<file path="config.mk">
export PLATFORM = sky130hd
export DESIGN_NAME = hazard_ctrl_flat
export DESIGN_NICKNAME = d
export VERILOG_FILES = /design/src/rtl/hazard_ctrl_if.sv /design/src/rtl/hazard_ctrl.sv /design/src/flat_wrapper.sv
export SDC_FILE = /design/constraint.sdc
export NUM_CORES = 1
export LEC_CHECK = 0
export ABC_AREA = 1
export CAP_MARGIN = 20
export CORE_MARGIN = 2
export CORE_UTILIZATION = 45
export CTS_CLUSTER_DIAMETER = 200
export DETAILED_ROUTE_END_ITERATION = 12
export PLACE_DENSITY = 0.78
export SYNTH_ARGS = -nofsm -noshare
export SYNTH_HDL_FRONTEND = slang
export SYNTH_SLANG_ARGS = --single-unit
export TNS_END_PERCENT = 1
</file>
<file path="constraint.sdc">
create_clock -name clock -period 4.4 [get_ports clock]
set_input_delay 0.66 -clock clock [delete_from_list [all_inputs] [get_ports clock]]
set_output_delay 0.66 -clock clock [all_outputs]
set_load 0.005 [all_outputs]
</file>
<file path="src/rtl/hazard_ctrl_if.sv">
// Hazard controller bundle: ID/EX/MEM register info in, forwarding and pipeline control out.
interface hazard_ctrl_if;
  logic [4:0]  id_rs;
  logic [4:0]  id_rt;
  logic [5:0]  ex_opcode;
  logic [4:0]  ex_rw;
  logic        ex_regwrite;
  logic [4:0]  mem_rw;
  logic        mem_regwrite;
  logic        mem_busy;
  logic [1:0]  fwd_a;
  logic [1:0]  fwd_b;
  logic        stall;
  logic        bubble;
  logic        freeze;
  logic [15:0] stall_count;

  // Pipeline side: supplies stage info, consumes control.
  modport master (
    output id_rs, id_rt, ex_opcode, ex_rw, ex_regwrite, mem_rw, mem_regwrite, mem_busy,
    input  fwd_a, fwd_b, stall, bubble, freeze, stall_count
  );

  // Controller side.
  modport slave (
    input  id_rs, id_rt, ex_opcode, ex_rw, ex_regwrite, mem_rw, mem_regwrite, mem_busy,
    output fwd_a, fwd_b, stall, bubble, freeze, stall_count
  );
endinterface

</file>
<file path="src/rtl/hazard_ctrl.sv">
// Pipeline hazard controller: load-use stall/bubble, memory-wait freeze, operand forwarding
// selects and a saturating count of stalled cycles.
module hazard_ctrl #(
  parameter logic [63:0] LOAD_OPS_MASK = 64'h0000_003B_0000_8000
) (
  input logic         clock,
  input logic         reset,
  hazard_ctrl_if.slave bus
);

  typedef enum logic [1:0] {StRun, StLuStall, StMemWait} state_e;

  state_e      state_q, state_d;
  logic        ex_is_load;
  logic        lu_hazard;
  logic        stall_raw, bubble_raw, freeze_raw;
  logic [1:0]  fwd_a_comb, fwd_b_comb;
  logic [1:0]  fwd_a_q, fwd_b_q;
  logic [15:0] stall_count_q;

  // EX beats MEM; register 0 never forwards; a load in EX has no result yet.
  function automatic logic [1:0] fwd_sel(input logic [4:0] src, input logic ex_we,
                                         input logic [4:0] ex_dst, input logic ex_load,
                                         input logic mem_we, input logic [4:0] mem_dst);
    logic [1:0] sel;
    sel = 2'b00;
    if (src != 5'd0) begin
      if (ex_we && (ex_dst == src) && !ex_load) begin
        sel = 2'b01;
      end else if (mem_we && (mem_dst == src)) begin
        sel = 2'b10;
      end
    end
    return sel;
  endfunction

  // Hazard detection and unregistered forward selects.
  always_comb begin
    ex_is_load = LOAD_OPS_MASK[bus.ex_opcode];
    lu_hazard  = bus.ex_regwrite && ex_is_load && (bus.ex_rw != 5'd0) &&
                 ((bus.ex_rw == bus.id_rs) || (bus.ex_rw == bus.id_rt));
    fwd_a_comb = fwd_sel(bus.id_rs, bus.ex_regwrite, bus.ex_rw, ex_is_load,
                         bus.mem_regwrite, bus.mem_rw);
    fwd_b_comb = fwd_sel(bus.id_rt, bus.ex_regwrite, bus.ex_rw, ex_is_load,
                         bus.mem_regwrite, bus.mem_rw);
  end

  // Next state and control outputs; mem_busy outranks a load-use hazard.
  always_comb begin
    state_d    = state_q;
    stall_raw  = 1'b0;
    bubble_raw = 1'b0;
    freeze_raw = 1'b0;
    unique case (state_q)
      StRun: begin
        if (bus.mem_busy) begin
          stall_raw  = 1'b1;
          freeze_raw = 1'b1;
          state_d    = StMemWait;
        end else if (lu_hazard) begin
          stall_raw  = 1'b1;
          bubble_raw = 1'b1;
          state_d    = StLuStall;
        end
      end
      // Bubble already in ID/EX; no re-detection this cycle.
      StLuStall: begin
        state_d = bus.mem_busy ? StMemWait : StRun;
      end
      StMemWait: begin
        if (bus.mem_busy) begin
          stall_raw  = 1'b1;
          freeze_raw = 1'b1;
        end else begin
          state_d = StRun;
        end
      end
      default: state_d = StRun;
    endcase
  end

  // Control outputs are forced low while reset is held, without waiting for a clock.
  assign bus.stall       = reset & stall_raw;
  assign bus.bubble      = reset & bubble_raw;
  assign bus.freeze      = reset & freeze_raw;
  assign bus.fwd_a       = freeze_raw ? fwd_a_q : fwd_a_comb;
  assign bus.fwd_b       = freeze_raw ? fwd_b_q : fwd_b_comb;
  assign bus.stall_count = stall_count_q;

  // FSM state register.
  always_ff @(posedge clock or negedge reset) begin
    if (!reset) begin
      state_q <= StRun;
    end else begin
      state_q <= state_d;
    end
  end

  // Capture forward selects on every non-frozen cycle so a freeze replays them.
  always_ff @(posedge clock or negedge reset) begin
    if (!reset) begin
      fwd_a_q <= 2'b00;
      fwd_b_q <= 2'b00;
    end else if (!freeze_raw) begin
      fwd_a_q <= fwd_a_comb;
      fwd_b_q <= fwd_b_comb;
    end
  end

  // Saturating stalled-cycle counter.
  always_ff @(posedge clock or negedge reset) begin
    if (!reset) begin
      stall_count_q <= 16'd0;
    end else if ((stall_raw || freeze_raw) && (stall_count_q != 16'hFFFF)) begin
      stall_count_q <= stall_count_q + 16'd1;
    end
  end

endmodule
</file>
<file path="src/flat_wrapper.sv">
// flat-port wrapper written by rule: the top's interface ports become plain ports
module hazard_ctrl_flat 
#(
  parameter logic [63:0] LOAD_OPS_MASK = 64'h0000_003B_0000_8000
)
  (clock, reset, bus_id_rs, bus_id_rt, bus_ex_opcode, bus_ex_rw, bus_ex_regwrite, bus_mem_rw, bus_mem_regwrite, bus_mem_busy, bus_fwd_a, bus_fwd_b, bus_stall, bus_bubble, bus_freeze, bus_stall_count);
  hazard_ctrl_if bus_i ();
  input logic clock;
  input logic reset;
  input wire logic [$bits(bus_i.id_rs)-1:0] bus_id_rs;
  input wire logic [$bits(bus_i.id_rt)-1:0] bus_id_rt;
  input wire logic [$bits(bus_i.ex_opcode)-1:0] bus_ex_opcode;
  input wire logic [$bits(bus_i.ex_rw)-1:0] bus_ex_rw;
  input wire logic [$bits(bus_i.ex_regwrite)-1:0] bus_ex_regwrite;
  input wire logic [$bits(bus_i.mem_rw)-1:0] bus_mem_rw;
  input wire logic [$bits(bus_i.mem_regwrite)-1:0] bus_mem_regwrite;
  input wire logic [$bits(bus_i.mem_busy)-1:0] bus_mem_busy;
  output wire logic [$bits(bus_i.fwd_a)-1:0] bus_fwd_a;
  output wire logic [$bits(bus_i.fwd_b)-1:0] bus_fwd_b;
  output wire logic [$bits(bus_i.stall)-1:0] bus_stall;
  output wire logic [$bits(bus_i.bubble)-1:0] bus_bubble;
  output wire logic [$bits(bus_i.freeze)-1:0] bus_freeze;
  output wire logic [$bits(bus_i.stall_count)-1:0] bus_stall_count;
  assign bus_i.id_rs = bus_id_rs;
  assign bus_i.id_rt = bus_id_rt;
  assign bus_i.ex_opcode = bus_ex_opcode;
  assign bus_i.ex_rw = bus_ex_rw;
  assign bus_i.ex_regwrite = bus_ex_regwrite;
  assign bus_i.mem_rw = bus_mem_rw;
  assign bus_i.mem_regwrite = bus_mem_regwrite;
  assign bus_i.mem_busy = bus_mem_busy;
  assign bus_fwd_a = bus_i.fwd_a;
  assign bus_fwd_b = bus_i.fwd_b;
  assign bus_stall = bus_i.stall;
  assign bus_bubble = bus_i.bubble;
  assign bus_freeze = bus_i.freeze;
  assign bus_stall_count = bus_i.stall_count;
  hazard_ctrl #(.LOAD_OPS_MASK(LOAD_OPS_MASK)) u_core (.clock(clock), .reset(reset), .bus(bus_i));
endmodule
</file>
==> results of run 1 <==
final cells by class:
type / instances / share of cell area (%)
inverter: 29 / 4.76
tap: 48 / 2.63
multi-input combinational: 204 / 42.6
sequential: 22 / 24.1
timing repair buffer: 54 / 23.5
clock buffer: 4 / 2.41
logic make-up (layout without fill, tap and decap cells):
kind of cell | after synthesis | after routing
buf+inv | 32 | 87
flops | 22 | 22
fa+ha+maj | 1 | 1
compound gates | 6 | 6
simple gates | 181 | 181
xor+xnor | 16 | 16
synth_stat cells, drive strengths merged:
library cell,instances
nor3b,1
xor2,8
nand4,6
nand2,107
a21oi,3
ha,1
buf,3
inv,29
xnor2,8
nor2,25
nand3,28
o21ai,3
nor3,8
dfrtp,22
nand3b,1
or2,5
how the worst min path moves through the flow:
| stage | slack, ns | cells past startpoint | startpoint | end |
|---|---|---|---|---|
| floorplan | 0.36 | 0 | reset | u_core.bus.stall_count[0] |
| global placement | 0.43 | 1 | u_core.state_q[1] | u_core.state_q[1] |
| detailed placement | 0.44 | 1 | u_core.state_q[1] | u_core.state_q[1] |
| CTS | 0.45 | 1 | u_core.state_q[1] | u_core.state_q[1] |
| global route | 0.47 | 1 | u_core.state_q[1] | u_core.state_q[1] |
| finish | 0.45 | 1 | u_core.state_q[1] | u_core.state_q[1] |
power by group:
group	switching [mW]	internal, mW	total, mW
sequential	0.0319	0.223	0.255
combinational	0.0741	0.100	0.174
clock	0.0625	0.0796	0.142
total	0.169	0.403	0.571
through the flow:
stage | setup WS (ns) | power, mW | cells | utilization, %
2_1_floorplan | 2.26 | 0.334 | 258 | -
3_3_place_gp | 1.08 | 0.431 | 357 | 61.9
3_5_place_dp | 1.04 | 0.434 | 357 | 61.9
4_1_cts | 1.05 | 0.577 | 361 | 63.4
5_1_grt | 0.871 | 0.612 | 361 | 63.4
6_report | 1.06 | 0.571 | 361 | 63.4
state kept, by name (all words and copies together) (netlist names):
name                    count
u_core.fwd_a_q              2
u_core.bus.stall_count     16
u_core.state_q              2
u_core.fwd_b_q              2
routing by layer:
metal  GRT usage, %  routed length (µm)
met4           3.72                  19
met3           4.17                 279
met1           28.5                1870
met2           36.7                1840
met5              0                   0
==> flow_summary.yaml, run 1 <==
cells_and_area:
  fill_cells: 324
  final_common_cell: "nand2_1"
  final-seq-area_um2: 551
  fin_nets: 346
  syn2layout_area_growth_pct: 38.2
  layout-drive-gt1-share_pct: 6.07
  fin_area_um2: 2290
  multi_input_area_um2: 975
  mostFrequentLayoutCells: "nand2_1, clkdlybuf4s50_1, nand3_1"
  diodes: 0
floorplanning:
  die_h_um: 64.7
  rows: 22
  initial_core_util_pct: 45.9
  die-width_um: 64.7
  io_pins: 54
  dieArea_um2: 4180
  core_um2: 3610
timing:
  fmax_ghz: 0.299
  fin_hold_ws_ns: 0.449
  fin_skew_ns: 0.00329
  setup_tns_ns: 0
  hold_violations: 0
  finalCritPeriodShare_pct: 75.9
  drv_slew: 0
  relSlewSlack_pct: 73.3
  finalCriticalPeriod_ns: 3.34
  tightest_slew_ns: 0.398
  rsz0062_at_grt: "no"
  setup_viol: 0
synthesis:
  netlist.area_leader.share_pct: 33.3
  synth-compound-area-share_pct: 1.81
  synth_cells: 258
  synth-adder-area-share_pct: 0.756
  yosysSeqAreaShare_pct: 33.3
  syn_area_um2: 1660
  synth_top_area_cell: "dfrtp_1"
  synth_nets: 290
  yosys-top-cells-area: "dfrtp_1, nand2_1, nand3_1, inv_1, nor2_1"
  synth_top_family_by_area: "simple AND/OR/NAND/NOR gates"
  synthXorXnorAreaFrac_pct: 8.47
  synthMuxAreaShare_pct: 0
  synth_simple_gate_area_share_pct: 47.8
  ys_types: 21
  yosysWarnings: 0
  syn_area_per_cell_um2: 6.42
  synth_seq_cells: 22
clocking:
  clk_latency_ns: 0.26
  clk_path_buf_depth: 2
  cts_sinks: 22
  numCtsBuffers: 3
  clk_pin_slew_worst_paths_ns: 0.07
  cts_hold_buf: 0
  cts_tree: "built"
  htreeDepth: 1
  cts_root_buf: "clkbuf_8"
  post_cts_resized: 0
  post_cts_buffers: 0
drt:
  final_antenna_net_count: 0
  route.detailed.drc: 0
  wirelength_um: 4010
  drtPass1Iterations: 5
  avgRoutedWirePerCell_um: 11.1
  vias_per_cell: 5.02
  drtIter0Drc: 149
  num_vias: 1813
worst_setup_path:
  r2r_start: "u_core.bus.stall_count[0]"
  cp_top_family: "buffers and inverters"
  reg2reg_depth: 8
  reg2reg_to: "u_core.bus.stall_count[14]"
  critPathLaunchType: "primary input"
  worstPathMaxFanout: 4
  endpoint: "bus_fwd_a[0]"
  cp-startpoint: "bus_ex_rw[0]"
  max_stage_delay_ns: 0.56
  worst-path-buf-inv: 3
  path_depth: 9
  worst-r2r-setup-slack_ns: 2.62
  worstPathArrival_ns: 2.68
  slowest_stage: "clkdlybuf4s50_1"
  cp.required_ns: 3.74
  crit_path_end_kind: "primary output"
  crit_path_cell_trace: "clkdlybuf4s50_1 -> inv_1 -> nand2_1 -> nand2_1 -> nor2_1 -> nand3_1 -> or2_2 -> o21ai_0 -> clkdlybuf4s50_1"
  crit_type: "in -> out"
place:
  placed_cell_area_um2: 2230
  gp_congestion: 0.883
  port_buffers: 53
  hpwl_um: 3160
power:
  worst_ir_drop_vdd_mv: 0.193
  power.density_nw_per_um2: 250
  p_leak_nw: 1.13
min_path:
  hold_class: "reg -> reg"
global_route:
  grt-ovfl-total: 0
  grtUsageTotal_pct: 21.4
  antenna_found_initial: 0
  grt_first_pass_wirelength_um: 7220
  grt_start_max_net_pins: 24
  grt_pass1_vias: 1682
outcome:
  outcome: "completed"
run:
  maxCapViolCount: 0
No activity file was read; power rests on OpenSTA's default activity.
==> run 2, diff against run 1 <==
- clock period: 4.4 -> 3.4 ns (I/O delays scaled with it)
==> run 2 against run 1 <==
  * Routed wire length rose by 0.62%
  * Clock power is 30% higher
  * Sequential cell count stayed put
  * Non-clock buffer count unchanged
  * Critical path type unchanged
  * Count of clock-buffer cells in the layout stayed put
  * Final area is the same
  * Sequential share of layout area unchanged
  * Register-to-register slack got worse by 1.0 ns
  * First-iteration DRC count down 23%
  * Via count increased by 0.88%
  * Critical path depth unchanged
==> flow_summary.yaml, run 2 (same netlist as run 1, synthesis figures left out) <==
worst_setup_path:
  crit_type: "in -> out"
  slowest_stage: "clkdlybuf4s50_1"
  crit_path_cell_trace: "clkdlybuf4s50_1 -> inv_1 -> nand2_1 -> nand2_1 -> nor2_1 -> nand3_1 -> or2_2 -> o21ai_0 -> clkdlybuf4s50_1"
  reg2reg_depth: 8
  critPathLaunchType: "primary input"
  cp.required_ns: 2.89
  crit_path_end_kind: "primary output"
  reg2reg_to: "u_core.bus.stall_count[0]"
  worstPathMaxFanout: 3
  worst-r2r-setup-slack_ns: 1.62
  worstPathArrival_ns: 2.52
  max_stage_delay_ns: 0.56
  r2r_start: "u_core.bus.stall_count[0]"
power:
  pwr-share-clk_pct: 24.9
  p_leak_nw: 1.13
  power.density_nw_per_um2: 326
  intPower_mw: 0.521
  p_sw_share_pct: 30.0
  seqPwrFrac_pct: 44.8
  p_sw_mw: 0.223
  power_frac_comb_pct: 30.4
  worst_ir_drop_vdd_mv: 0.194
clocking:
  numCtsBuffers: 3
  cts_sinks: 22
  htreeDepth: 1
  cts_tree: "built"
  cts_hold_buf: 0
  clk_path_buf_depth: 2
  post_cts_resized: 0
  clk_latency_ns: 0.26
  cts_root_buf: "clkbuf_8"
  post_cts_buffers: 0
  clk_pin_slew_worst_paths_ns: 0.08
min_path:
  min-delay-start: "u_core.state_q[1]"
  hold_class: "reg -> reg"
  min_to: "u_core.state_q[1]"
  hold_path_depth: 1
drt:
  avgRoutedWirePerCell_um: 11.2
  num_vias: 1829
  drtPass1Iterations: 4
  vias_per_cell: 5.07
  route.detailed.drc: 0
  final_antenna_net_count: 0
  wirelength_um: 4030
  drtIter0Drc: 115
timing:
  finalCritPeriodShare_pct: 89.2
  hold_violations: 0
  fin_skew_ns: 0.00225
  setup_tns_ns: 0
  fmax_ghz: 0.330
  tightest_slew_ns: 0.378
  drv_slew: 0
  setup_viol: 0
  rsz0062_at_grt: "no"
  relSlewSlack_pct: 74.7
  finalCriticalPeriod_ns: 3.03
global_route:
  grt_first_pass_wirelength_um: 7130
  grt_start_max_net_pins: 23
  grt-ovfl-total: 0
  antenna_found_initial: 0
  grtUsageTotal_pct: 21.2
  grt_pass1_vias: 1697
place:
  hpwl_um: 3220
  gp_congestion: 0.871
  port_buffers: 53
run:
  maxCapViolCount: 0
floorplanning:
  dieArea_um2: 4180
  die-width_um: 64.7
  io_pins: 54
  rows: 22
  initial_core_util_pct: 45.9
  core_um2: 3610
  die_h_um: 64.7
cells_and_area:
  layout-drive-gt1-share_pct: 6.07
  fin_nets: 346
  diodes: 0
  final_common_cell: "nand2_1"
  fill_cells: 329
  syn2layout_area_growth_pct: 38.2
  mostFrequentLayoutCells: "nand2_1, clkdlybuf4s50_1, nand3_1"
  largest_reg_flops: 16
  utilization_pct: 63.4
outcome:
  outcome: "completed"
run 2: final cells by class:
type                    instances  area, µm²  area share, %
well taps                      48       60.1           2.63
clock buffers                   4       55.1           2.41
inverters                      29        109           4.76
flip-flops and latches         22        551           24.1
multi-input cells             204        975           42.6
repair buffers                 54        538           23.5
run 2: metal layers:
| layer | routed length (µm) | up-vias | global-route usage, % |
|---|---|---|---|
| li1 | - | 919 | - |
| met1 | 1960 | 846 | 27.2 |
| met2 | 1820 | 62 | 36.6 |
| met3 | 231 | 2 | 4.86 |
| met4 | 19 | 0 | 4.26 |
| met5 | 0 | - | 0 |
run 2: power groups by stage:
stage / sequential, mW / combinational (mW) / clock [mW]
after floorplan: 0.329 / 0.103 / 0
after global placement: 0.335 / 0.223 / 0
after detailed placement: 0.336 / 0.227 / 0
after CTS: 0.332 / 0.228 / 0.188
after global routing: 0.337 / 0.255 / 0.201
final: 0.333 / 0.226 / 0.185
run 2: worst max path at each step:
stage                             from           end  cells after the start
after global routing      bus_id_rs[2]  bus_fwd_a[0]                      9
after global placement    bus_ex_rw[2]  bus_fwd_a[0]                      9
after detailed placement  bus_id_rt[4]  bus_fwd_b[0]                      9
after floorplan           bus_ex_rw[4]  bus_fwd_a[0]                      7
final                     bus_ex_rw[2]  bus_fwd_a[0]                      9
after CTS                 bus_ex_rw[2]  bus_fwd_a[0]                      9
run 2: worst max-delay path, delay by kind of cell:
| family | cells | cell delay (ns) |
|---|---|---|
| AO/OA/AOI/OAI | 1 | 0.23 |
| buffers and inverters | 3 | 1.15 |
| AND/OR/NAND/NOR | 5 | 0.63 |
run 2: stage by stage:
| stage | total power [mW] | hold WS [ns] | instance area [µm²] | instances | worst slack [ns] |
|---|---|---|---|---|---|
| after floorplan | 0.433 | 0.214 | 1660 | 258 | 1.56 |
| after CTS | 0.748 | 0.449 | 2290 | 361 | 0.352 |
| after global routing | 0.794 | 0.480 | 2290 | 361 | 0.154 |
| after detailed placement | 0.563 | 0.439 | 2230 | 357 | 0.373 |
| final | 0.745 | 0.456 | 2290 | 361 | 0.368 |
| after global placement | 0.558 | 0.427 | 2230 | 357 | 0.377 |
==> run 3, diff against run 2 <==
- CTS_CLUSTER_DIAMETER: 200 -> 100
- HOLD_SLACK_MARGIN: unset -> 0.02
==> results of run 3 <==
No change in the layout: final DEF, timing and power equal those of run 2.
